**src/rtl/uart_rx_control_pkg.sv**
```systemverilog
// uart_rx_control_pkg: receiver state encoding and baud presets shared with the transmit path.
package uart_rx_control_pkg;
    typedef enum logic [1:0] {IDLE = 2'd0, START = 2'd1, DATA = 2'd2, STOP = 2'd3} rx_state_t;
    localparam int BPS_9600   = 5208;
    localparam int BPS_115200 = 434;
endpackage

```
**src/rtl/uart_rx_control_sync_edge.sv**
```systemverilog
// rx_sync_edge: two-flop synchroniser for the RX pin plus falling-edge detector.
module rx_sync_edge (
    input  logic CLK,
    input  logic RST,
    input  logic rx_pin,
    output logic rx_s,
    output logic fall
);
    logic rx_m, rx_d;
    always_ff @(posedge CLK or posedge RST) begin
        if (RST) begin
            rx_m <= 1'b1;
            rx_s <= 1'b1;
            rx_d <= 1'b1;
        end else begin
            rx_m <= rx_pin;
            rx_s <= rx_m;
            rx_d <= rx_s;
        end
    end
    assign fall = rx_d & ~rx_s;
endmodule

```
**src/rtl/uart_rx_control.sv**
```systemverilog
// uart_rx_control: 8N1 UART receiver with mid-bit sampling, done and framing-error pulses.
module uart_rx_control import uart_rx_control_pkg::*; #(
    parameter int BPS_CNT  = BPS_9600,
    parameter int HALF_CNT = BPS_CNT / 2
) (
    input  logic       CLK,
    input  logic       RST,
    input  logic       RX_Pin_In,
    input  logic       RX_En_Sig,
    output logic [7:0] RX_Data,
    output logic       RX_Done_Sig,
    output logic       RX_Err_Sig,
    output logic       RX_Busy
);
    localparam logic [12:0] CNT_MAX = 13'(BPS_CNT - 1);
    localparam logic [12:0] CNT_MID = 13'(HALF_CNT);
    rx_state_t   state, state_n;
    logic [12:0] cnt, cnt_n;
    logic [2:0]  n, n_n;
    logic [7:0]  shift, shift_n, data_n;
    logic        done_n, err_n, rx_s, fall, strobe;
    rx_sync_edge u_sync (.CLK(CLK), .RST(RST), .rx_pin(RX_Pin_In), .rx_s(rx_s), .fall(fall));
    assign strobe  = cnt == CNT_MID;
    assign RX_Busy = state != IDLE;
    always_ff @(posedge CLK or posedge RST) begin
        if (RST) begin
            state       <= IDLE;
            cnt         <= '0;
            n           <= '0;
            shift       <= '0;
            RX_Data     <= '0;
            RX_Done_Sig <= 1'b0;
            RX_Err_Sig  <= 1'b0;
        end else begin
            state       <= state_n;
            cnt         <= cnt_n;
            n           <= n_n;
            shift       <= shift_n;
            RX_Data     <= data_n;
            RX_Done_Sig <= done_n;
            RX_Err_Sig  <= err_n;
        end
    end
    always_comb begin
        state_n = state;
        cnt_n   = (state == IDLE || cnt == CNT_MAX) ? 13'd0 : cnt + 13'd1;
        n_n     = n;
        shift_n = shift;
        data_n  = RX_Data;
        done_n  = 1'b0;
        err_n   = 1'b0;
        if (!RX_En_Sig) begin
            state_n = IDLE;
            cnt_n   = 13'd0;
        end else begin
            case (state)
                IDLE: if (fall) begin
                    state_n = START;
                    n_n     = 3'd0;
                end
                START: if (strobe) state_n = rx_s ? IDLE : DATA;
                DATA: if (strobe) begin
                    shift_n = {rx_s, shift[7:1]};
                    n_n     = n + 3'd1;
                    state_n = (n == 3'd7) ? STOP : DATA;
                end
                STOP: if (strobe) begin
                    state_n = IDLE;
                    data_n  = rx_s ? shift : RX_Data;
                    done_n  = rx_s;
                    err_n   = ~rx_s;
                end
            endcase
        end
    end
endmodule
```
**config.mk**
```make
export PLATFORM = sky130hd
export DESIGN_NAME = uart_rx_control
export DESIGN_NICKNAME = d
export VERILOG_FILES = /design/src/rtl/uart_rx_control_pkg.sv /design/src/rtl/uart_rx_control_sync_edge.sv /design/src/rtl/uart_rx_control.sv
export SDC_FILE = /design/constraint.sdc
export NUM_CORES = 1
export LEC_CHECK = 0
export BUFFER_PORTS_ARGS = -buffer_cell sky130_fd_sc_hd__buf_2
export CORE_UTILIZATION = 40
export CTS_CLUSTER_DIAMETER = 60
export DETAILED_ROUTE_END_ITERATION = 8
export HOLD_SLACK_MARGIN = 0.12
export MAX_ROUTING_LAYER = met4
export SYNTH_ARGS = -nofsm -noshare
export SYNTH_HDL_FRONTEND = slang
export SYNTH_HIERARCHICAL = 1
export SYNTH_SLANG_ARGS = --single-unit
```
**constraint.sdc**
```tcl
create_clock -name CLK -period 2.15 [get_ports CLK]
set_input_delay 0.43 -clock CLK [delete_from_list [all_inputs] [get_ports CLK]]
set_output_delay 0.43 -clock CLK [all_outputs]
set_load 0.005 [all_outputs]
```
==> results of run 1 <==
## layout make-up
cell class                      count  area, um^2
Timing Repair Buffer               17        92.6
Fill cell                         394        2110
Sequential cell                    39         980
Clock buffer                        5        68.8
Clock inverter                      3        43.8
Inverter                            9        33.8
Tap cell                           50        62.6
Multi-Input combinational cell    102         757
## through the flow
step                setup slack [ps]  utilization (%)  cells  power [W]  cell area, um^2
finish                           211             49.2    225    0.00139             2040
detailed placement               187             46.5    217   0.000807             1930
global placement                 237             46.5    217   0.000804             1930
global route                    49.6             49.2    225    0.00145             2040
CTS                              196             49.2    225    0.00141             2040
floorplan                        338                -    153   0.000788             1780
## state kept, by name (all words and copies together) (netlist names)
| name | count |
|---|---|
| u_sync/rx_m | 1 |
| n | 3 |
| RX_Data | 8 |
| shift | 8 |
| state | 2 |
| RX_Err_Sig | 1 |
| u_sync/rx_s | 1 |
| cnt | 13 |
| RX_Done_Sig | 1 |
| u_sync/rx_d | 1 |
## final timing paths
path / startpoint / endpoint / depth (start not counted) / slack, ps
hold / removal: RST / u_sync/rx_m$_DFF_PP1_ / 2 / 180
hold reg to reg: u_sync/rx_m$_DFF_PP1_ / u_sync/rx_s$_DFF_PP1_ / 0 / 360
max in group asynchronous: RST / cnt[4]$_DFF_PP0_ / 3 / 1590
setup reg to reg: cnt[0]$_DFF_PP0_ / RX_Data[3]$_DFFE_PP0P_ / 6 / 210
setup / recovery: cnt[0]$_DFF_PP0_ / RX_Data[3]$_DFFE_PP0P_ / 6 / 210
min in group CLK: RX_Pin_In / u_sync/rx_m$_DFF_PP1_ / 1 / 240
## cells by family (layout without fill, tap and decap cells)
family	Yosys count	after routing	share of synthesized area, %
adders and majority gates	4	4	2.81
AOI/OAI and AO/OA	5	5	2.04
muxes	22	22	13.5
and+or+nand+nor	62	62	19.6
xor gates and xnor gates	9	9	4.42
DFF	39	39	54.9
buffers and inverters	12	34	2.60
## synth_stat cells (all sizes together)
cell     count
dfrtp       36
nor2        20
mux2        17
inv          9
nand2        8
nand4        7
nor3         7
nand3        6
xnor2        6
mux2i        5
ha           4
nor2b        4
clkbuf       3
dfstp        3
xor2         3
and3         2
nor3b        2
a22o         1
a31oi        1
and4bb       1
nand3b       1
nand4bb      1
nor4b        1
nor4bb       1
o21ai        1
o21bai       1
o311ai       1
or2          1
## worst register-to-register path: stages (launching register included)
cell and delay, ps:
dfrtp_1 420, inv_1 70, ha_1 150, and4bb_2 230, nand4_2 160, nor2_2 400, mux2_2 400
## power by group
group          internal [W]  switching [W]  leakage [nW]
Clock              0.000345       0.000254        0.0581
Combinational     0.0000140      0.0000283         0.341
Sequential         0.000741     0.00000797         0.534
Total               0.00110       0.000291         0.933
## routing by layer
layer  up-vias  global-route usage, %  share of wire, %
met3         6                   4.93               4.1
li1        568                      -                 -
met4         0                   6.12               1.5
met1       590                   20.9                46
met5         -                      -                 0
met2        22                   26.5                48
## cells in the final DEF, fill, tap and decap left out, drive strengths merged, types with 2 or more instances in the layout
master	n
nor3	7
dfrtp	36
clkinv	2
ha	4
nand2	8
nand3	6
buf	17
dfstp	3
xor2	3
and3	2
mux2i	5
nor2b	4
nor2	20
mux2	17
xnor2	6
inv	9
nor3b	2
nand4	7
clkbuf	5
==> flow_summary_export.csv, run 1 <==
group,metric,value,unit
status,status,"complete, no violations",
setup_path,path_cells,"inv_1 > ha_1 > and4bb_2 > nand4_2 > nor2_2 > mux2_2",
clock_network,clock-sinks,39,
grt,grt_pass1_wl,5520,um
logic_synthesis,syn_area,1780,um^2
floorplan,num_rows,23,
placed_design,hpwl,2270,um
floorplan,die_w,68.8,um
setup_path,critPathTopFamily,"simple AND/OR/NAND/NOR gates",
clock_network,cts_root_buf,"clkbuf_8",
min_path,hp-class,"input pin to asynchronous set/reset pin",
logic_synthesis,synth_area_leaders,"dfrtp_1, mux2_2, dfstp_2",
setup_path,setup.worst_path.start_class,"flip-flop",
logic_synthesis,synth_top_area_share,50.5,%
setup_path,required,2330,ps
drt,vias,1186,
floorplan,dieArea,4730,um^2
timing,fin_tns_setup,0,ps
grt,grt.total_usage,16.9,%
run,drv_cap,0,
drt,drc,0,
cells_and_area,num-nets-final,182,
cells_and_area,drive_gt1_share,29.1,%
drt,ant_nets,0,
logic_synthesis,synth_cells,153,
timing,fmax,516,MHz
floorplan,fp.dieH,68.8,um
logic_synthesis,synthesis.nets,161,
drt,firstDrtPassIters,4,
drt,wire_per_inst,13.9,um
clock_network,cts_tree,"built",
timing,min_period,1940,ps
cells_and_area,n_antenna_cell,0,
power_and_ir_drop,peakVddDrop,375,uV
logic_synthesis,yosys_warnings,6,
clock_network,insertion_delay,290,ps
floorplan,coreArea,4140,um^2
floorplan,io_pins,15,
timing,setup_viol,0,
placed_design,gp_congestion,0.820,
floorplan,initial_core_util,43.0,%
logic_synthesis,yosysSeqAreaShare,54.9,%
timing,fin_crit_sh,90.2,%
logic_synthesis,synth_top_area_cell,"dfrtp_1",
clock_network,htreeDepth,2,
clock_network,postCtsHoldBufs,0,
placed_design,port_buffers,14,
setup_path,crit_arrival,2120,ps
drt,viasPerCell,5.27,
grt,antenna_found_initial,0,
cells_and_area,syn_to_final_growth,14.3,%
setup_path,critPathMaxFanout,8,
timing,relSlewSlack,70.1,%
timing,hold_viol,0,
clock_network,cts_resized,0,
timing,tightest_slew,447,ps
power_and_ir_drop,p_leak,0.933,nW
timing,final.setup_skew,6.21,ps
grt,grt_max_degree,37,
timing,finalMaxSlewViolations,0,
clock_network,postCtsSetupRepairBufs,0,
clock_network,cts_buffers,5,
drt,wl,3130,um
clock_network,clkTransAtPathRegs,80,ps
logic_synthesis,synthDistinctLibCells,33,
setup_path,slowest_stage,"dfrtp_1",
logic_synthesis,synth_seq_cells,39,
clock_network,clk_path_buf_depth,2,
grt,gr-total-overflow,0,
setup_path,max_stage_delay,420,ps
setup_path,path_buf_inv,1,
power_and_ir_drop,p_per_area,682,nW/um^2
logic_synthesis,avgSynthCellArea,11.7,um^2
setup_path,worstSetupPathType,"flip-flop to flip-flop",
timing,whs,184,ps
timing,rsz0062_at_grt,"no",
grt,grt_pass1_vias,1174,
setup_path,endpoint_kind,"flip-flop",
drt,drt_iter0_drc,71,
Note: power is estimated with default switching activity, not from simulation.
==> run 2, diff against run 1 <==
--- a/config.mk
+++ b/config.mk
@@ -6,9 +6,10 @@
 export NUM_CORES = 1
 export LEC_CHECK = 0
 export BUFFER_PORTS_ARGS = -buffer_cell sky130_fd_sc_hd__buf_2
-export CORE_UTILIZATION = 40
+export CORE_UTILIZATION = 28
 export CTS_CLUSTER_DIAMETER = 60
 export DETAILED_ROUTE_END_ITERATION = 8
+export GPL_TIMING_DRIVEN = 0
 export HOLD_SLACK_MARGIN = 0.12
 export MAX_ROUTING_LAYER = met4
 export SYNTH_ARGS = -nofsm -noshare
==> run 2 against run 1 <==
Compared with the run above:
- register-to-register slack better by 50 ps
- fmax is 2.9% higher
- combinational power is 9.9% higher
- via count is 1.3% lower
- non-clock buffer count is 4 higher
- global-route usage is 5.7 points lower
- utilization is 14 points lower
- largest cell class unchanged
==> flow_summary_export.csv, run 2 (synthesis gave the netlist of run 1 again) <==
group,metric,value,unit
drt,wl,3110,um
power_and_ir_drop,p_int,0.000983,W
setup_path,setup.worst_path.start_class,"flip-flop",
setup_path,crit_end,"shift[1]$_DFFE_PP0P_",
power_and_ir_drop,p_per_area,617,nW/um^2
clock_network,clk_path_buf_depth,2,
setup_path,rr_worst_depth,7,
drt,vias,1171,
floorplan,initial_core_util,29.6,%
clock_network,htreeDepth,2,
setup_path,critPathMaxFanout,6,
grt,grt_pass1_wl,5480,um
timing,fin_tns_setup,0,ps
clock_network,insertion_delay,290,ps
cells_and_area,top_register,"cnt",
cells_and_area,largest_reg_flops,13,
setup_path,crit_arrival,2070,ps
grt,antenna_found_initial,0,
timing,min_period,1880,ps
cells_and_area,final_common_cell,"dfrtp_1",
cells_and_area,layout_common_cells,"dfrtp_1, nor2_1, mux2_2",
placed_design,hpwl,2190,um
setup_path,reg2reg_to,"shift[1]$_DFFE_PP0P_",
drt,drc,0,
floorplan,fp.dieH,81.8,um
drt,viasPerCell,4.61,
floorplan,num_rows,28,
timing,fin_crit_sh,87.7,%
floorplan,io_pins,15,
cells_and_area,instances_no_fill,254,
cells_and_area,drive_gt1_share,29.6,%
cells_and_area,n_antenna_cell,0,
setup_path,required,2330,ps
power_and_ir_drop,finalPower,0.00129,W
setup_path,timing.rr.start,"cnt[0]$_DFF_PP0_",
setup_path,startpoint,"cnt[0]$_DFF_PP0_",
timing,setup_viol,0,
clock_network,clkTransAtPathRegs,80,ps
timing,fmax,531,MHz
power_and_ir_drop,p_sw_share,23.8,%
placed_design,placed_cells,243,
clock_network,cts_buffers,5,
power_and_ir_drop,switchingPower,0.000307,W
drt,drt_iter0_drc,78,
setup_path,worstSetupPathType,"flip-flop to flip-flop",
drt,wire_per_inst,12.2,um
timing,final.setup_skew,4.80,ps
floorplan,dieArea,6690,um^2
cells_and_area,syn_to_final_growth,17.3,%
clock_network,clock-sinks,39,
power_and_ir_drop,peakVddDrop,462,uV
cells_and_area,num-nets-final,186,
setup_path,r2r_setup_slack,270,ps
timing,hold_viol,0,
clock_network,postCtsHoldBufs,0,
clock_network,cts_tree,"built",
power_and_ir_drop,p_leak,0.937,nW
status,status,"complete, no violations",
power_and_ir_drop,combPwrFrac,3.6,%
power_and_ir_drop,seq_power_share,58.0,%
timing,finalMaxSlewViolations,0,
drt,firstDrtPassIters,4,
placed_design,port_buffers,14,
grt,gr-total-overflow,0,
placed_design,gp_congestion,0.784,
grt,grt.total_usage,11.3,%
min_path,hp-class,"input pin to asynchronous set/reset pin",
timing,relSlewSlack,51.0,%
grt,grt_pass1_vias,1171,
floorplan,coreArea,6030,um^2
timing,rsz0062_at_grt,"no",
floorplan,die_w,81.8,um
power_and_ir_drop,clkPwrFrac,38.4,%
cells_and_area,fin_util,34.7,%
run,drv_cap,0,
cells_and_area,top_regs,"cnt: 13 flops, RX_Data: 8 flops, shift: 8 flops",
grt,grt_max_degree,22,
drt,ant_nets,0,
setup_path,endpoint_kind,"flip-flop",
timing,tightest_slew,733,ps
clock_network,cts_root_buf,"clkbuf_8",
-- run 2: cell count changes in the layout (fill, tap and decap cells not counted) --
cell,delta
bufinv_16,-1
nor2_4,+1
clkbuf_1,+2
clkbuf_2,+1
buf_16,+1
nor2_2,-1
clkinvlp_4,+2
clkinv_4,-1
-- run 2: how the worst min path moves through the flow --
stage / startpoint / to / slack (ps) / cells past startpoint
global placement: u_sync/rx_m$_DFF_PP1_ / u_sync/rx_s$_DFF_PP1_ / 350 / 0
finish: RST / u_sync/rx_d$_DFF_PP1_ / 190 / 2
CTS: RST / u_sync/rx_d$_DFF_PP1_ / 180 / 2
global route: RST / u_sync/rx_d$_DFF_PP1_ / 200 / 2
floorplan: u_sync/rx_m$_DFF_PP1_ / u_sync/rx_s$_DFF_PP1_ / 350 / 0
detailed placement: u_sync/rx_m$_DFF_PP1_ / u_sync/rx_s$_DFF_PP1_ / 350 / 0
-- run 2: cell type report --
type / count / area [um^2]
repair buffers: 18 / 120
inverters: 9 / 33.8
fillers: 619 / 3940
plain buffers: 3 / 12.5
clock buffers: 5 / 68.8
multi-input cells: 102 / 762
well taps: 75 / 93.8
clock inverters: 3 / 20.0
flip-flops and latches: 39 / 980
-- run 2: routing by layer --
metal | vias to the layer above | share of wire [%] | global-route usage [%]
met4 | 0 | 1.3 | 4.21
met5 | - | 0 | -
met1 | 571 | 52 | 15.0
met2 | 17 | 43 | 16.0
met3 | 5 | 3.6 | 3.44
li1 | 578 | - | -
-- run 2: timing repair --
item,in CTS,in global routing
hold endpoints to repair,0,0
gates resized for setup,0,1
setup endpoints to repair,0,16
buffers inserted,0,3
-- run 2: power groups by stage --
stage          combinational (W)  clock [W]  sequential, W
2_1_floorplan          0.0000273          0       0.000761
3_3_place_gp           0.0000415          0       0.000763
3_5_place_dp           0.0000480          0       0.000763
4_1_cts                0.0000483   0.000519       0.000749
5_1_grt                0.0000542   0.000545       0.000750
6_report               0.0000465   0.000495       0.000748
-- run 2: worst max-delay path, stage by stage (launching register included) --
cell and delay, ps:
dfrtp_1 430, inv_1 70, ha_1 180, and4bb_2 240, nand4_2 180, nor3_4 170, buf_4 180, mux2_2 330
-- run 2: stage by stage --
stage          area (um^2)  setup WS, ps  hold slack, ps
2_1_floorplan         1780           338             345
3_3_place_gp          1950           132             346
5_1_grt               2090          35.7             196
4_1_cts               2060           112             183
3_5_place_dp          1970           117             349
6_report              2090           265             192
==> run 3, diff against run 2 <==
--- a/config.mk
+++ b/config.mk
@@ -6,6 +6,7 @@
 export NUM_CORES = 1
 export LEC_CHECK = 0
 export BUFFER_PORTS_ARGS = -buffer_cell sky130_fd_sc_hd__buf_2
+export CORE_MARGIN = 5
 export CORE_UTILIZATION = 28
 export CTS_CLUSTER_DIAMETER = 60
 export DETAILED_ROUTE_END_ITERATION = 8
==> constraint.sdc (replaced) <==
create_clock -name CLK -period 2.15 [get_ports CLK]
set_input_delay 0.1075 -clock CLK [delete_from_list [all_inputs] [get_ports CLK]]
set_output_delay 0.1075 -clock CLK [all_outputs]
set_load 0.005 [all_outputs]
==> run 3 against run 2 <==
Compared with the run above:
- non-clock buffer count rose by 2
- sequential cell count stayed put
- worst hold slack lost 68 ps
- die area increased by 21%
- final cell count grew 1.6%
- largest cell class unchanged
- largest power group unchanged
- global-route usage is 2.7 points lower
- combinational power rose by 5.2%
- wire length increased by 0.93%
- worst setup slack worse by 90 ps
==> flow_summary_export.csv, run 3 (synthesis gave the netlist of run 1 again) <==
group,metric,value,unit
status,status,"complete, no violations",
drt,ant_nets,0,
setup_path,crit_arrival,2140,ps
grt,grt_pass1_vias,1153,
placed_design,gp_congestion,0.768,
cells_and_area,num-nets-final,188,
cells_and_area,fin_util,34.3,%
drt,drt_iter0_drc,78,
drt,wire_per_inst,12.2,um
power_and_ir_drop,p_leak,0.970,nW
drt,wl,3140,um
setup_path,path_buf_inv,1,
clock_network,cts_resized,0,
clock_network,clk_path_buf_depth,2,
grt,grt_max_degree,21,
timing,hold_viol,0,
setup_path,endpoint_kind,"flip-flop",
drt,vias,1163,
timing,fin_crit_sh,91.9,%
floorplan,initial_core_util,28.4,%
cells_and_area,fill_cells,611,
setup_path,reg2reg_to,"RX_Data[1]$_DFFE_PP0P_",
clock_network,cts_buffers,5,
min_path,hp-class,"input pin to flip-flop",
cells_and_area,n_antenna_cell,0,
timing,tightest_slew,840,ps
timing,fin_tns_setup,0,ps
setup_path,r2r_setup_slack,180,ps
setup_path,slowest_stage,"dfrtp_1",
timing,final.setup_skew,13.6,ps
clock_network,htreeDepth,2,
timing,rsz0062_at_grt,"no",
cells_and_area,drive_gt1_share,28.7,%
setup_path,required,2320,ps
clock_network,insertion_delay,290,ps
cells_and_area,largest_reg_flops,13,
timing,setup_viol,0,
min_path,hold_depth,3,
power_and_ir_drop,peakVddDrop,417,uV
setup_path,rr_worst_depth,6,
cells_and_area,top_register,"cnt",
timing,relSlewSlack,44.0,%
grt,antenna_found_initial,0,
drt,drc,0,
setup_path,max_stage_delay,420,ps
setup_path,cp.depth,6,
run,drv_cap,0,
min_path,hp-start,"RX_En_Sig",
grt,gr-total-overflow,0,
grt,grt_pass1_wl,5660,um
cells_and_area,syn_to_final_growth,20.7,%
floorplan,num_rows,29,
timing,fmax,506,MHz
grt,grt.total_usage,8.63,%
floorplan,io_pins,15,
setup_path,path_cells,"inv_1 > ha_1 > and4bb_2 > nand4_2 > nor2_2 > mux2_2",
setup_path,setup.worst_path.start_class,"flip-flop",
drt,firstDrtPassIters,4,
floorplan,dieArea,8060,um^2
timing,finalMaxSlewViolations,0,
cells_and_area,layout_common_cells,"dfrtp_1, nor2_1, mux2_2",
setup_path,critPathMaxFanout,8,
power_and_ir_drop,p_per_area,699,nW/um^2
floorplan,coreArea,6280,um^2
timing,min_period,1970,ps
placed_design,port_buffers,14,
clock_network,cts_root_buf,"clkbuf_8",
clock_network,cts_tree,"built",
cells_and_area,final_common_cell,"dfrtp_1",
cells_and_area,top_regs,"cnt: 13 flops, RX_Data: 8 flops, shift: 8 flops",
clock_network,clkTransAtPathRegs,80,ps
setup_path,critPathTopFamily,"simple AND/OR/NAND/NOR gates",
setup_path,timing.rr.start,"cnt[0]$_DFF_PP0_",
placed_design,hpwl,2270,um
clock_network,clock-sinks,39,
floorplan,fp.dieH,89.8,um
setup_path,worstSetupPathType,"flip-flop to flip-flop",
min_path,hold_end,"state[1]$_DFFE_PP0P_",
drt,viasPerCell,4.51,
floorplan,die_w,89.8,um
[run 3: cell types whose count changed in the layout (fill, tap and decap cells not counted)]
cell,previous run,this run
dlygate4sd3_1,0,2
nor2_4,1,0
nor2_2,0,1
bufinv_16,0,2
clkinvlp_4,2,0
clkinv_2,1,0
clkbuf_1,2,3
[run 3: worst max path at each step]
stage | end | start | slack, ps
global placement | shift[3]$_DFFE_PP0P_ | cnt[0]$_DFF_PP0_ | 150
CTS | shift[7]$_DFFE_PP0P_ | cnt[0]$_DFF_PP0_ | 110
finish | RX_Data[1]$_DFFE_PP0P_ | cnt[0]$_DFF_PP0_ | 180
detailed placement | shift[5]$_DFFE_PP0P_ | cnt[0]$_DFF_PP0_ | 110
floorplan | shift[0]$_DFFE_PP0P_ | cnt[0]$_DFF_PP0_ | 340
global route | RX_Data[4]$_DFFE_PP0P_ | cnt[0]$_DFF_PP0_ | 2
[run 3: final cells by class]
class | count | area, um^2 | area share [%]
clock inverters | 2 | 60.1 | 2.79
flip-flops and latches | 39 | 980 | 45.5
inverters | 9 | 33.8 | 1.57
well taps | 77 | 96.3 | 4.48
clock buffers | 6 | 72.6 | 3.37
plain buffers | 3 | 12.5 | 0.581
repair buffers | 20 | 140 | 6.51
multi-input cells | 102 | 757 | 35.2
[run 3: routing by layer]
metal  global-route usage, %  vias to the layer above  routed length (um)
met4                    2.64                        0                  34
met1                    12.2                      560                1610
met2                    11.8                       16                1370
li1                        -                      583                   -
met5                       -                        -                   0
met3                    2.59                        4                 121
[run 3: worst min-delay path, stage by stage]
cell and delay, ps:
buf_2 130, nand2_1 60, mux2i_1 70
[run 3: power by group]
part | internal [W] | switching (W) | total (W)
clock | 0.000464 | 0.000242 | 0.000706
combinational | 0.0000191 | 0.0000298 | 0.0000489
sequential | 0.000741 | 0.00000772 | 0.000749
[run 3: repair_timing]
| item | CTS | global route |
|---|---|---|
| endpoints found under the hold margin | 23 | 0 |
| buffers inserted | 0 | 3 |
| hold buffers | 2 | 0 |
| setup endpoints to repair | 0 | 1 |
[run 3: metrics by stage]
stage	power [W]	worst slack [ps]	cell area (um^2)	std cells	hold slack, ps
2_1_floorplan	0.000788	338	1780	153	40.8
3_3_place_gp	0.000804	147	1950	244	170
3_5_place_dp	0.000811	112	1980	245	179
4_1_cts	0.00153	115	2130	255	124
5_1_grt	0.00156	1.89	2150	258	163
6_report	0.00150	175	2150	258	124
